===== src/rtl/jtag_tdo_capture_if.sv =====
// jtag_tdo_capture_if: capture control, status and vector_2 RAM write port bundle
interface jtag_tdo_capture_if #(
   parameter int D_WIDTH = 8,
   parameter int A_WIDTH = 12
);
   logic               capture_start;
   logic               capture_stop;
   logic               tdo;
   logic               tdo_valid;
   logic [A_WIDTH-1:0] base_addr;
   logic [A_WIDTH-1:0] end_addr;
   logic [A_WIDTH-1:0] vector_2_addr;
   logic               vector_2_we;
   logic [D_WIDTH-1:0] vector_2_wr_data;
   logic               busy;
   logic               done;
   logic               overflow;
   logic [31:0]        bit_count;

   modport master (
      output capture_start, capture_stop, tdo, tdo_valid, base_addr, end_addr,
      input  vector_2_addr, vector_2_we, vector_2_wr_data, busy, done, overflow, bit_count
   );

   modport slave (
      input  capture_start, capture_stop, tdo, tdo_valid, base_addr, end_addr,
      output vector_2_addr, vector_2_we, vector_2_wr_data, busy, done, overflow, bit_count
   );
endinterface


===== src/rtl/jtag_tdo_capture.sv =====
// jtag_tdo_capture: packs the TDO bit stream LSB-first into words written to vector_2
module jtag_tdo_capture #(
   parameter int D_WIDTH = 8,
   parameter int A_WIDTH = 12
) (
   input logic              clk,
   input logic              reset,
   jtag_tdo_capture_if.slave bus
);
   localparam int IW = $clog2(D_WIDTH) + 1;

   typedef enum logic [1:0] {IDLE, CAPTURE, FLUSH, DONE} state_t;

   state_t             state_q, state_d;
   logic [A_WIDTH:0]   ptr_q, ptr_d;
   logic [A_WIDTH-1:0] end_q, end_d, addr_q, addr_d;
   logic [D_WIDTH-1:0] shift_q, shift_d, data_q, data_d;
   logic [IW-1:0]      idx_q, idx_d;
   logic [31:0]        cnt_q, cnt_d;
   logic               we_q, we_d, busy_q, busy_d, done_q, done_d, ovf_q, ovf_d;
   logic               room;
   logic [D_WIDTH-1:0] shift_nx;

   // the pointer carries an extra bit so stepping past all-ones reads as "no room"
   assign room     = ptr_q <= {1'b0, end_q};
   assign shift_nx = shift_q | ({{(D_WIDTH-1){1'b0}}, bus.tdo} << idx_q);

   // next-state, packing and write-port logic
   always_comb begin
      state_d = state_q;
      ptr_d   = ptr_q;
      end_d   = end_q;
      shift_d = shift_q;
      idx_d   = idx_q;
      cnt_d   = cnt_q;
      addr_d  = addr_q;
      data_d  = data_q;
      we_d    = 1'b0;
      done_d  = done_q;
      ovf_d   = ovf_q;
      case (state_q)
         IDLE, DONE: if (bus.capture_start) begin
            state_d = CAPTURE;
            ptr_d   = {1'b0, bus.base_addr};
            end_d   = bus.end_addr;
            shift_d = '0;
            idx_d   = '0;
            cnt_d   = '0;
            done_d  = 1'b0;
            ovf_d   = 1'b0;
         end
         CAPTURE: begin
            if (bus.tdo_valid) begin
               if (!room) ovf_d = 1'b1;
               else begin
                  cnt_d = cnt_q + 32'd1;
                  if (idx_q == IW'(D_WIDTH - 1)) begin
                     we_d    = 1'b1;
                     addr_d  = ptr_q[A_WIDTH-1:0];
                     data_d  = shift_nx;
                     ptr_d   = ptr_q + (A_WIDTH+1)'(1);
                     idx_d   = '0;
                     shift_d = '0;
                  end else begin
                     shift_d = shift_nx;
                     idx_d   = idx_q + IW'(1);
                  end
               end
            end
            if (bus.capture_stop) state_d = FLUSH;
         end
         FLUSH: begin
            if (idx_q != '0 && room) begin
               we_d   = 1'b1;
               addr_d = ptr_q[A_WIDTH-1:0];
               data_d = shift_q;
            end
            state_d = DONE;
            done_d  = 1'b1;
         end
         default: state_d = IDLE;
      endcase
      busy_d = state_d == CAPTURE || state_d == FLUSH;
   end

   // state and output registers, cleared asynchronously
   always_ff @(posedge clk or posedge reset) begin
      if (reset) begin
         state_q <= IDLE;
         ptr_q   <= '0;
         end_q   <= '0;
         shift_q <= '0;
         idx_q   <= '0;
         cnt_q   <= '0;
         addr_q  <= '0;
         data_q  <= '0;
         we_q    <= 1'b0;
         busy_q  <= 1'b0;
         done_q  <= 1'b0;
         ovf_q   <= 1'b0;
      end else begin
         state_q <= state_d;
         ptr_q   <= ptr_d;
         end_q   <= end_d;
         shift_q <= shift_d;
         idx_q   <= idx_d;
         cnt_q   <= cnt_d;
         addr_q  <= addr_d;
         data_q  <= data_d;
         we_q    <= we_d;
         busy_q  <= busy_d;
         done_q  <= done_d;
         ovf_q   <= ovf_d;
      end
   end

   assign bus.vector_2_addr    = addr_q;
   assign bus.vector_2_we      = we_q;
   assign bus.vector_2_wr_data = data_q;
   assign bus.busy             = busy_q;
   assign bus.done             = done_q;
   assign bus.overflow         = ovf_q;
   assign bus.bit_count        = cnt_q;
endmodule


===== src/flat_wrapper.sv =====
// flat-port wrapper written by rule: the top's interface ports become plain ports
module jtag_tdo_capture_flat 
#(
   parameter int D_WIDTH = 8,
   parameter int A_WIDTH = 12
)
  (clk, reset, bus_capture_start, bus_capture_stop, bus_tdo, bus_tdo_valid, bus_base_addr, bus_end_addr, bus_vector_2_addr, bus_vector_2_we, bus_vector_2_wr_data, bus_busy, bus_done, bus_overflow, bus_bit_count);
  jtag_tdo_capture_if #(.D_WIDTH(D_WIDTH), .A_WIDTH(A_WIDTH)) bus_i ();
  input logic clk;
  input logic reset;
  input wire logic [$bits(bus_i.capture_start)-1:0] bus_capture_start;
  input wire logic [$bits(bus_i.capture_stop)-1:0] bus_capture_stop;
  input wire logic [$bits(bus_i.tdo)-1:0] bus_tdo;
  input wire logic [$bits(bus_i.tdo_valid)-1:0] bus_tdo_valid;
  input wire logic [$bits(bus_i.base_addr)-1:0] bus_base_addr;
  input wire logic [$bits(bus_i.end_addr)-1:0] bus_end_addr;
  output wire logic [$bits(bus_i.vector_2_addr)-1:0] bus_vector_2_addr;
  output wire logic [$bits(bus_i.vector_2_we)-1:0] bus_vector_2_we;
  output wire logic [$bits(bus_i.vector_2_wr_data)-1:0] bus_vector_2_wr_data;
  output wire logic [$bits(bus_i.busy)-1:0] bus_busy;
  output wire logic [$bits(bus_i.done)-1:0] bus_done;
  output wire logic [$bits(bus_i.overflow)-1:0] bus_overflow;
  output wire logic [$bits(bus_i.bit_count)-1:0] bus_bit_count;
  assign bus_i.capture_start = bus_capture_start;
  assign bus_i.capture_stop = bus_capture_stop;
  assign bus_i.tdo = bus_tdo;
  assign bus_i.tdo_valid = bus_tdo_valid;
  assign bus_i.base_addr = bus_base_addr;
  assign bus_i.end_addr = bus_end_addr;
  assign bus_vector_2_addr = bus_i.vector_2_addr;
  assign bus_vector_2_we = bus_i.vector_2_we;
  assign bus_vector_2_wr_data = bus_i.vector_2_wr_data;
  assign bus_busy = bus_i.busy;
  assign bus_done = bus_i.done;
  assign bus_overflow = bus_i.overflow;
  assign bus_bit_count = bus_i.bit_count;
  jtag_tdo_capture #(.D_WIDTH(D_WIDTH), .A_WIDTH(A_WIDTH)) u_core (.clk(clk), .reset(reset), .bus(bus_i));
endmodule

===== config.mk =====
export PLATFORM = sky130hd
export DESIGN_NAME = jtag_tdo_capture_flat
export DESIGN_NICKNAME = d
export VERILOG_FILES = /design/src/rtl/jtag_tdo_capture_if.sv /design/src/rtl/jtag_tdo_capture.sv /design/src/flat_wrapper.sv
export SDC_FILE = /design/constraint.sdc
export NUM_CORES = 1
export LEC_CHECK = 0
export ABC_AREA = 1
export CORE_AREA = 4 4 112 114
export CTS_CLUSTER_SIZE = 16
export DETAILED_ROUTE_END_ITERATION = 6
export DIE_AREA = 0 0 116 118
export PLACE_DENSITY_LB_ADDON = 0.08
export SLEW_MARGIN = 15
export SYNTH_ARGS = -nofsm -noshare
export SYNTH_HDL_FRONTEND = slang
export SYNTH_SLANG_ARGS = --single-unit

===== constraint.sdc =====
create_clock -name clk -period 4.2 [get_ports clk]
set_input_delay 0.84 -clock clk [delete_from_list [all_inputs] [get_ports clk]]
set_output_delay 0.84 -clock clk [all_outputs]
set_load 0.005 [all_outputs]

Word level (Yosys, flattened, before mapping)
Index checks and enable logic that the tools add are counted.
{"block": "word_totals", "wordCells": 86, "register_bits": 95, "in_bits": 30}
{"block": "classes", "n_reduce_logical": 14, "n_lt_le_gt_ge": 1, "shifts": 1, "add_sub_neg": 3, "mux": 42, "eq_ne": 12, "n_bitwise": 1}
{"cell": "$mux 32", "count": 3}
{"cell": "$mux 8", "count": 8}
{"cell": "$pmux 32 s2", "count": 1}
{"cell": "$mux 13", "count": 4}
{"cell": "$mux 12", "count": 4}
{"cell": "$add 32x1->32 const B", "count": 1}
{"cell": "$pmux 8 s2", "count": 2}
{"cell": "$pmux 13 s2", "count": 1}
{"cell": "$pmux 12 s2", "count": 1}
{"cell": "$mux 4", "count": 4}
{"cell": "$add 13x1->13 const B", "count": 1}
{"cell": "$le 13x12->1", "count": 1}
{"cell": "$reduce_and 5->1", "count": 2}
{"cell": "$or 8x8->8", "count": 1}
{"cell": "$pmux 4 s2", "count": 1}
{"cell": "$reduce_and 4->1", "count": 2}
{"cell": "$shl 1x4->8", "count": 1}
{"cell": "$mux 1", "count": 7}
{"cell": "$eq 2x2->1 const B", "count": 3}
{"cell": "$ne 2x1->1 const B", "count": 3}
{"cell": "$ne 2x2->1 const B", "count": 3}
{"cell": "$pmux 1 s2", "count": 3}
{"cell": "$pmux 2 s3", "count": 1}
{"cell": "$reduce_bool 2->1", "count": 3}
{"cell": "10 further kinds", "count": 13}

Longest topological paths before layout
Gate-level depths: netlist of the first run.
{"block": "depth", "word_depth": 6, "mapped_depth": 15, "ltp_nobuf": 14}

Worst setup path before layout of the first run
Ideal clock, no wire load.
{"block": "synth_timing", "kind": "input -> register", "startpoint": "input port bus_capture_start", "endpoint": "register u_core.ptr_q[2]", "arrival_ns": 1.740, "path_slack_ns": 2.343, "path_stages": 10, "required_time_ns": 4.083, "path_cell_list": "nand2_1 inv_2 a21oi_1 a21oi_4 nand2_4 buf_8 nor2_8 buf_6 nand2_1 nand2_1"}
{"block": "synth_via", "elab_chain_len": 2}
{"element": "start: declaration", "line_no": "flat_wrapper.sv:11", "source": "input wire logic [$bits(bus_i.capture_start)-1:0] bus_capture_start;"}
{"element": "$ne 2x2->1 (no line)"}
{"element": "$reduce_and 5->1 (no line)"}
{"element": "end signal: assignment", "line_no": "jtag_tdo_capture.sv:103", "source": "ptr_q <= ptr_d;"}
{"element": "end: declaration", "line_no": "jtag_tdo_capture.sv:15", "source": "logic [A_WIDTH:0] ptr_q, ptr_d;"}
Every way passes these cells.
A chain may end at the register's enable or synchronous reset.

Final worst setup path of the first run
{"block": "layout_timing", "startpoint": "register u_core.ptr_q[4]", "endpoint": "register u_core.addr_q[10], in the netlist u_core.bus.vector_2_addr[10]"}
{"block": "layout_via", "elab_chain_len": 4, "word_cells_on_any_way": 5, "classes_between": "order compare (1); eq/ne (2); reduce/logical (2)"}
{"element": "$le 13x12->1 *", "line_no": "jtag_tdo_capture.sv:25", "source": "assign room = ptr_q <= {1'b0, end_q};"}
{"element": "$logic_and 1x1->1", "line_no": "jtag_tdo_capture.sv:73", "source": "if (idx_q != '0 && room) begin"}
{"element": "$ne 2x1->1 (no line)"}
{"element": "$reduce_and 5->1 (no line) *"}
{"element": "end signal: assignment", "line_no": "jtag_tdo_capture.sv:108", "source": "addr_q <= addr_d;"}
{"element": "end: declaration", "line_no": "jtag_tdo_capture.sv:16", "source": "logic [A_WIDTH-1:0] end_q, end_d, addr_q, addr_d;"}
Mark *: on every way between the ends. The rest lies on a longest branch, timed or not.

==> metrics.md, run 1 <==
| Metric | Value |
|---|---|
| Status | `finished with violations` |
| RSZ-0062 raised after global routing | `false` |
| Worst-skew pair later-pin latency | `0.35 ns` |
| Crit path depth | `10` |
| WL per Instance | `14.7 µm` |
| Post-CTS sizing | `0` |
| Pre-CTS setup slack | `approximately 1.0 ns` |
| # IOs | `86` |
| Core Area | `11400 µm²` |
| Final setup viols | `0` |
| Die width | `about 120 µm` |
| Required time worst endpoint | `4.44 ns` |
| Seq pwr share | `around a third` |
| Final Cycle Share | `71.5%` |
| HPWL Detailed | `11.0 mm` |
| Die ar. | `13700 µm²` |
| Clock Tree Root | `clkbuf_16` |
| Number of distinct library cells after synthesis | `37` |
| Failing checks | `design-rule violations` |
| Largest net degree at the start of global routing | `between 50 and 60` |
| # H-tree levels | `3` |
| Met3 Resource Use GR | `~3.1%` |
| Vias in the first global route | `slightly above 5000` |
| Setup repair bufs after CTS | `0` |
| Via/cell ratio | `5.17` |
| Grt ovf | `0` |
| GR peak layer | `met2` |
| Min-delay worst type | `reg -> reg` |
| Internal | `approximately 2300 µW` |
| CP max FO | `21` |
| Post-synthesis cell area | `5690 µm²` |
| Post-Syn Area per Cell | `between 7 and 8 µm²` |
| Crit path arrival time | `approximately 3.2 ns` |
| Sw Ratio | `between 40% and 50%` |
| DR DRC count | `1` |
| Final layout net count | `912` |
| Yosys warning total | `0` |
| Fmax | `0.333 GHz` |
| GR Util met1 | `about 30%` |
| Slowest stage delay, CP | `0.56 ns` |
| Initial DRC count | `approximately 340` |
| Die height | `around 120 µm` |
| Worst path cell trace | `ha_1 > nand2_1 > nor2_1 > nand4_1 > nand2_1 > nand2_1 > nand2_1 > nand2_1 > nand2_1 > nand2_1` |
| CTS tree | `yes` |
| CP delay by family, top | `simple AND/OR/NAND/NOR gates` |
| Multi-input gate area | `2850 µm²` |
| Crit path max-delay cell type | `nand2_1` |
| Register area | `2380 µm²` |
| #FFs+latches synth | `95` |
| Post-Route Utilization | `60.1%` |
| Clk pin slew, worst setup/hold paths | `roughly 0.070 ns` |
| Worst Reg2Reg Path Length in Cells | `10` |
| Mapped Cells | `791` |
| Async set-reset flop share out of synthesis | `100%` |
| Rows | `39` |
| VDD IR max | `371 µV` |
| Tmin final | `roughly 3.0 ns` |
| Drt total wl | `14.9 mm` |
| Layout cell share with drive strength beyond 1 | `4.37%` |
| 1st-pass router iterations | `7` |
| Most used cell, CP | `nand2_1` |
| Hold Violations, Final | `0` |
| Sw power | `1910 µW` |
| Worst Path Buf+Inv | `0` |
| CTS Sinks | `95` |
| Register area share after synthesis | `a little over two fifths` |
| Post-route setup slack | `1.20 ns` |
| Pins Over Slew Limit | `0` |
| Combinational Power Share | `47.0%` |
| Filler Cell Count | `between 1000 and 1500` |
| Hold buffers post-CTS | `0` |
| CTS Buffer Depth | `2` |
| Initial antenna violation count | `0` |
| PD cells | `about 620 nW/µm²` |
| Via count | `5234` |
| Setup crit end kind | `register` |
| Pleak | `0.00326 µW` |
| Max-Cap Viols | `0` |
| EDFF count, synth | `0` |
| ANT nets after route | `0` |
| Clock Skews | `0.00816 ns` |
| Worst-Margin Slew | `just under 0.7 ns` |
| Crit start category | `register` |
| Slew Limit Headroom | `54.6%` |
| Critical path type | `reg -> reg` |
| Hold depth | `2` |
| First-pass GRT wire length | `24.7 mm` |
| Number of diodes | `0` |
| Cts bufs inserted | `9` |
| Post-route setup TNS | `0 ns` |
| Clock network power share | `18.5%` |
| Initial Util | `49.8%` |
| Global-route usage over all layers | `22.4%` |
| PortBufs | `85` |
| GR Layer Usage met2 | `36.4%` |
| Placer Congestion | `0.931` |
| Syn Nets | `839` |
| P&R area growth vs syn | `20.7%` |
| Post-synth top flop | `dfrtp_1` |
## sequential cells by signal (all words and copies together) (netlist names)
| name | flops |
|---|---|
| u_core.bus.bit_count | 32 |
| u_core.ptr_q | 13 |
| u_core.bus.vector_2_addr | 12 |
| u_core.end_q | 12 |
| u_core.bus.vector_2_wr_data | 8 |
| u_core.shift_q | 8 |
| u_core.idx_q | 4 |
| u_core.state_q | 2 |
| u_core.bus.busy | 1 |
| u_core.bus.done | 1 |
| u_core.bus.overflow | 1 |
| u_core.bus.vector_2_we | 1 |
## placed cells by master, fill, tap and decap left out, types with 2 or more instances in the layout
cell type	Yosys	routed
xor2_1	22	22
nand3b_1	2	2
clkbuf_1	7	3
nand4_1	9	9
nand2_2	3	3
nor2_1	81	81
o21ai_1	4	4
o211ai_1	8	8
nor2_2	4	4
buf_4	3	6
nand3_1	50	50
nand2_1	288	288
inv_2	4	4
o21ai_0	45	45
clkinv_4	0	2
a21o_1	8	8
a21oi_1	10	10
a31o_2	2	2
ha_1	18	18
nor3_1	18	18
a31oi_1	3	3
xnor2_1	5	5
inv_1	73	72
clkbuf_16	0	9
dfrtp_1	95	95
clkdlybuf4s50_1	0	85
## layer usage
metal,vias to the layer above,share of wire [%]
met5,-,0
met2,114,48
li1,2647,-
met4,0,2.4
met1,2445,45
met3,28,4.2
## stage by stage
stage / instance area (µm²) / hold WS, ns / std cells / power, µW
after floorplan: 5690 / 0.453 / 791 / 2920
after global placement: 6590 / 0.456 / 996 / 3400
after detailed placement: 6590 / 0.459 / 996 / 3470
after CTS: 6870 / 0.476 / 1012 / 4270
after global routing: 6870 / 0.488 / 1012 / 4600
final: 6870 / 0.467 / 1012 / 4230
## cells by family after synthesis
group                      count (synthesis)  synth area share (%)
AOI/OAI and AO/OA                         83                  8.49
adders and majority gates                 18                  3.96
DFF                                       95                  41.8
buffers and inverters                    107                  8.22
and+or+nand+nor                          461                  33.4
xor gates and xnor gates                  27                  4.16
## final timing paths
check / from / endpoint / slack, ns
max: u_core.ptr_q[4]$_DFFE_PP0P_ / u_core.bus.vector_2_addr[10]$_DFFE_PP0P_ / 1.20
min: u_core.bus.vector_2_addr[3]$_DFFE_PP0P_ / u_core.bus.vector_2_addr[3]$_DFFE_PP0P_ / 0.47
max in group asynchronous: reset / u_core.shift_q[3]$_DFFE_PP0P_ / 2.58
min in group asynchronous: reset / u_core.end_q[11]$_DFFE_PP0P_ / 0.79
min reg2reg: u_core.bus.vector_2_addr[3]$_DFFE_PP0P_ / u_core.bus.vector_2_addr[3]$_DFFE_PP0P_ / 0.47
max reg2reg: u_core.ptr_q[4]$_DFFE_PP0P_ / u_core.bus.vector_2_addr[10]$_DFFE_PP0P_ / 1.20
## worst register-to-register path, stage by stage, from the launching register on
cell and delay, ns:
dfrtp_1 0.47, ha_1 0.34, nand2_1 0.07, nor2_1 0.15, nand4_1 0.23, nand2_1 0.22
nand2_1 0.09, nand2_1 0.51, nand2_1 0.56, nand2_1 0.18, nand2_1 0.07
## cell type report
cell class | count | area share [%]
Multi-Input combinational cell | 589 | 41.4
Tap cell | 143 | 2.61
Timing Repair Buffer | 91 | 13.0
Clock inverter | 3 | 0.383
Sequential cell | 95 | 34.6
Clock buffer | 13 | 3.64
Inverter | 78 | 4.28
## power by group through the flow
stage | clock (µW) | sequential (µW) | combinational (µW)
finish | 783 | 1460 | 1990
global route | 834 | 1500 | 2270
global placement | 0 | 1460 | 1940
CTS | 802 | 1460 | 2010
floorplan | 0 | 1400 | 1520
detailed placement | 0 | 1470 | 2000
## synthesized netlist by cell type (9+ instances only)
cell	n	area share (%)
a21oi_1	10	0.88
buf_2	11	0.97
dfrtp_1	95	42
ha_1	18	4.0
inv_1	73	4.8
nand2_1	288	19
nand3_1	50	4.4
nand4_1	9	0.99
nor2_1	81	5.3
nor3_1	18	1.6
o21ai_0	45	4.0
xor2_1	22	3.4
Note: power is estimated with default switching activity, not from simulation.
==> run 2: changes to the inputs <==
- clock period: 4.2 -> 2.58 ns (I/O delays scaled with it)
==> metrics.md, run 2 (synthesis gave the netlist of run 1 again) <==
| Metric | Value |
|---|---|
| Drt total wl | `15.1 mm (+1.6%)` |
| Number of diodes | `0 (unchanged)` |
| Worst Path Buf+Inv | `2 (+2)` |
| Fmax | `0.440 GHz (+32%)` |
| Global-route usage over all layers | `22.9% (+0.46 points)` |
| Die width | `116 µm (unchanged)` |
| Post-CTS sizing | `0 (unchanged)` |
| Vias in the first global route | `5192 (+1.2%)` |
| Die ar. | `13700 µm² (unchanged)` |
| Slowest stage delay, CP | `0.48 ns (-0.08 ns)` |
| Most used cell, CP | `nand2_1` |
| CP delay by family, top | `simple AND/OR/NAND/NOR gates` |
| Post-Route Utilization | `61.0% (+0.88 points)` |
| # IOs | `86 (unchanged)` |
| Placed Cells | `1003 (+0.70%)` |
| Crit start category | `register` |
| CTS Buffer Depth | `2 (unchanged)` |
| Worst-skew pair later-pin latency | `0.35 ns (about the same)` |
| Pleak | `0.00330 µW (+1.4%)` |
| VDD IR max | `642 µV (+73%)` |
| Initial Util | `49.8% (unchanged)` |
| Final layout net count | `919 (+0.77%)` |
| Required time worst endpoint | `2.82 ns (-1.62 ns)` |
| Hold buffers post-CTS | `0 (unchanged)` |
| Setup crit end kind | `register` |
| Clk pin slew, worst setup/hold paths | `0.07 ns (about the same)` |
| Crit path arrival time | `2.52 ns (-0.72 ns)` |
| Cts bufs inserted | `9 (unchanged)` |
| ANT nets after route | `0 (unchanged)` |
| Pins Over Slew Limit | `0 (unchanged)` |
| Min-delay worst type | `reg -> reg` |
| DR DRC count | `0 (-1)` |
| 1st-pass router iterations | `5 (-2)` |
| Largest net degree at the start of global routing | `96 (+68%)` |
| Layout cell share with drive strength beyond 1 | `5.26% (+0.88 points)` |
| GR Layer Usage met2 | `36.5% (+0.072 points)` |
| GR Util met1 | `30.9% (+0.69 points)` |
| Most frequent cells in the layout | `nand2_1 (288), dfrtp_1 (95), clkdlybuf4s50_1 (85)` |
| Worst path cell trace | `ha_1 > nand2_1 > nor2_1 > nand4_1 > nand3_2 > nand2_1 > inv_1 > nand2_1 > buf_4 > nand2_1 > nand2_1` |
| Setup repair bufs after CTS | `0 (unchanged)` |
| CP max FO | `20 (-4.8%)` |
| CTS Sinks | `95 (unchanged)` |
| Reg2Reg Setup Slack | `0.30 ns (-0.89 ns)` |
| PortBufs | `85 (unchanged)` |
| Clock Skews | `0.00544 ns (-0.00272 ns)` |
| Grt ovf | `0 (unchanged)` |
| Die height | `118 µm (unchanged)` |
| First-pass GRT wire length | `25.1 mm (+1.7%)` |
| Met3 Resource Use GR | `4.22% (+1.1 points)` |
| Post-route setup TNS | `0 ns (unchanged)` |
| HPWL Detailed | `11.1 mm (+0.81%)` |
| Worst-Margin Slew | `0.549 ns (-0.131 ns)` |
| RSZ-0062 raised after global routing | `false` |
| Max-Cap Viols | `0 (unchanged)` |
| Hold Violations, Final | `0 (unchanged)` |
| Via count | `5287 (+1.0%)` |
| GR peak layer | `met2` |
| Slew Limit Headroom | `63.4% (+8.8 points)` |
| Initial antenna violation count | `0 (unchanged)` |
| Status | `finished clean` |
| Rows | `39 (unchanged)` |
| Final Cycle Share | `88.2% (+17 points)` |
| PD cells | `1030 nW/µm² (+68%)` |
| WL per Instance | `14.9 µm (+1.0%)` |
| # H-tree levels | `3 (unchanged)` |
| Initial DRC count | `409 (+19%)` |
| Placer Congestion | `0.943 (+1.3%)` |
| CTS tree | `yes` |
| Post-route insts no fill | `1018 (+0.59%)` |
| Critical path type | `reg -> reg` |
| Clock Tree Root | `clkbuf_16` |
| Most common cell after layout, fill and taps aside | `nand2_1` |
| Via/cell ratio | `5.19 (+0.42%)` |
| Crit path max-delay cell type | `dfrtp_1` |
| P&R area growth vs syn | `22.4%` |
| Max reg flops | `32 (unchanged)` |
| Tmin final | `2.28 ns (-0.729 ns)` |
| Final setup viols | `0 (unchanged)` |
| Core Area | `11400 µm² (unchanged)` |
run 2: path summary, 6_finish.rpt:
check                      depth (start not counted)                               startpoint                                         end
max                                               11              u_core.ptr_q[8]$_DFFE_PP0P_  u_core.bus.vector_2_wr_data[1]$_DFFE_PP0P_
min                                                2  u_core.bus.vector_2_addr[2]$_DFFE_PP0P_     u_core.bus.vector_2_addr[2]$_DFFE_PP0P_
max reg2reg                                       11              u_core.ptr_q[8]$_DFFE_PP0P_  u_core.bus.vector_2_wr_data[1]$_DFFE_PP0P_
min reg2reg                                        2  u_core.bus.vector_2_addr[2]$_DFFE_PP0P_     u_core.bus.vector_2_addr[2]$_DFFE_PP0P_
max in group asynchronous                          3                                    reset        u_core.bus.bit_count[19]$_DFFE_PP0P_
min in group asynchronous                          3                                    reset                 u_core.end_q[8]$_DFFE_PP0P_
run 2: worst register-to-register path, delay by kind of cell (launching register included):
kind                       cells  cell delay [ns]
adders and majority gates      1             0.35
DFF                            1             0.48
and+or+nand+nor                8             0.89
buffers and inverters          2             0.45
run 2: per-stage QoR:
stage | hold WS [ns] | power (µW) | setup WS [ns] | area, µm²
final | 0.468 | 7200 | 0.305 | 6970
after global routing | 0.490 | 7830 | 0.0373 | 6970
after CTS | 0.474 | 7270 | 0.282 | 6970
after detailed placement | 0.460 | 5860 | 0.304 | 6670
after global placement | 0.455 | 5760 | 0.336 | 6670
after floorplan | 0.453 | 4750 | 0.759 | 5690
run 2: layer usage:
layer	routed length (µm)	up-vias
met4	293	0
met5	0	-
li1	-	2667
met1	7120	2483
met2	7110	110
met3	605	27
run 2: layout make-up:
| cell class | count | area, µm² |
|---|---|---|
| inverter | 78 | 297 |
| fill | 1068 | 4450 |
| timing repair buffer | 98 | 973 |
| clock inverter | 4 | 53.8 |
| multi-input combinational | 589 | 2850 |
| sequential | 95 | 2380 |
| clock buffer | 11 | 243 |
| tap | 143 | 179 |
run 2: power by group:
| group | switching [µW] | internal [µW] |
|---|---|---|
| combinational | 2130 | 1310 |
| clock | 598 | 777 |
| sequential | 439 | 1940 |
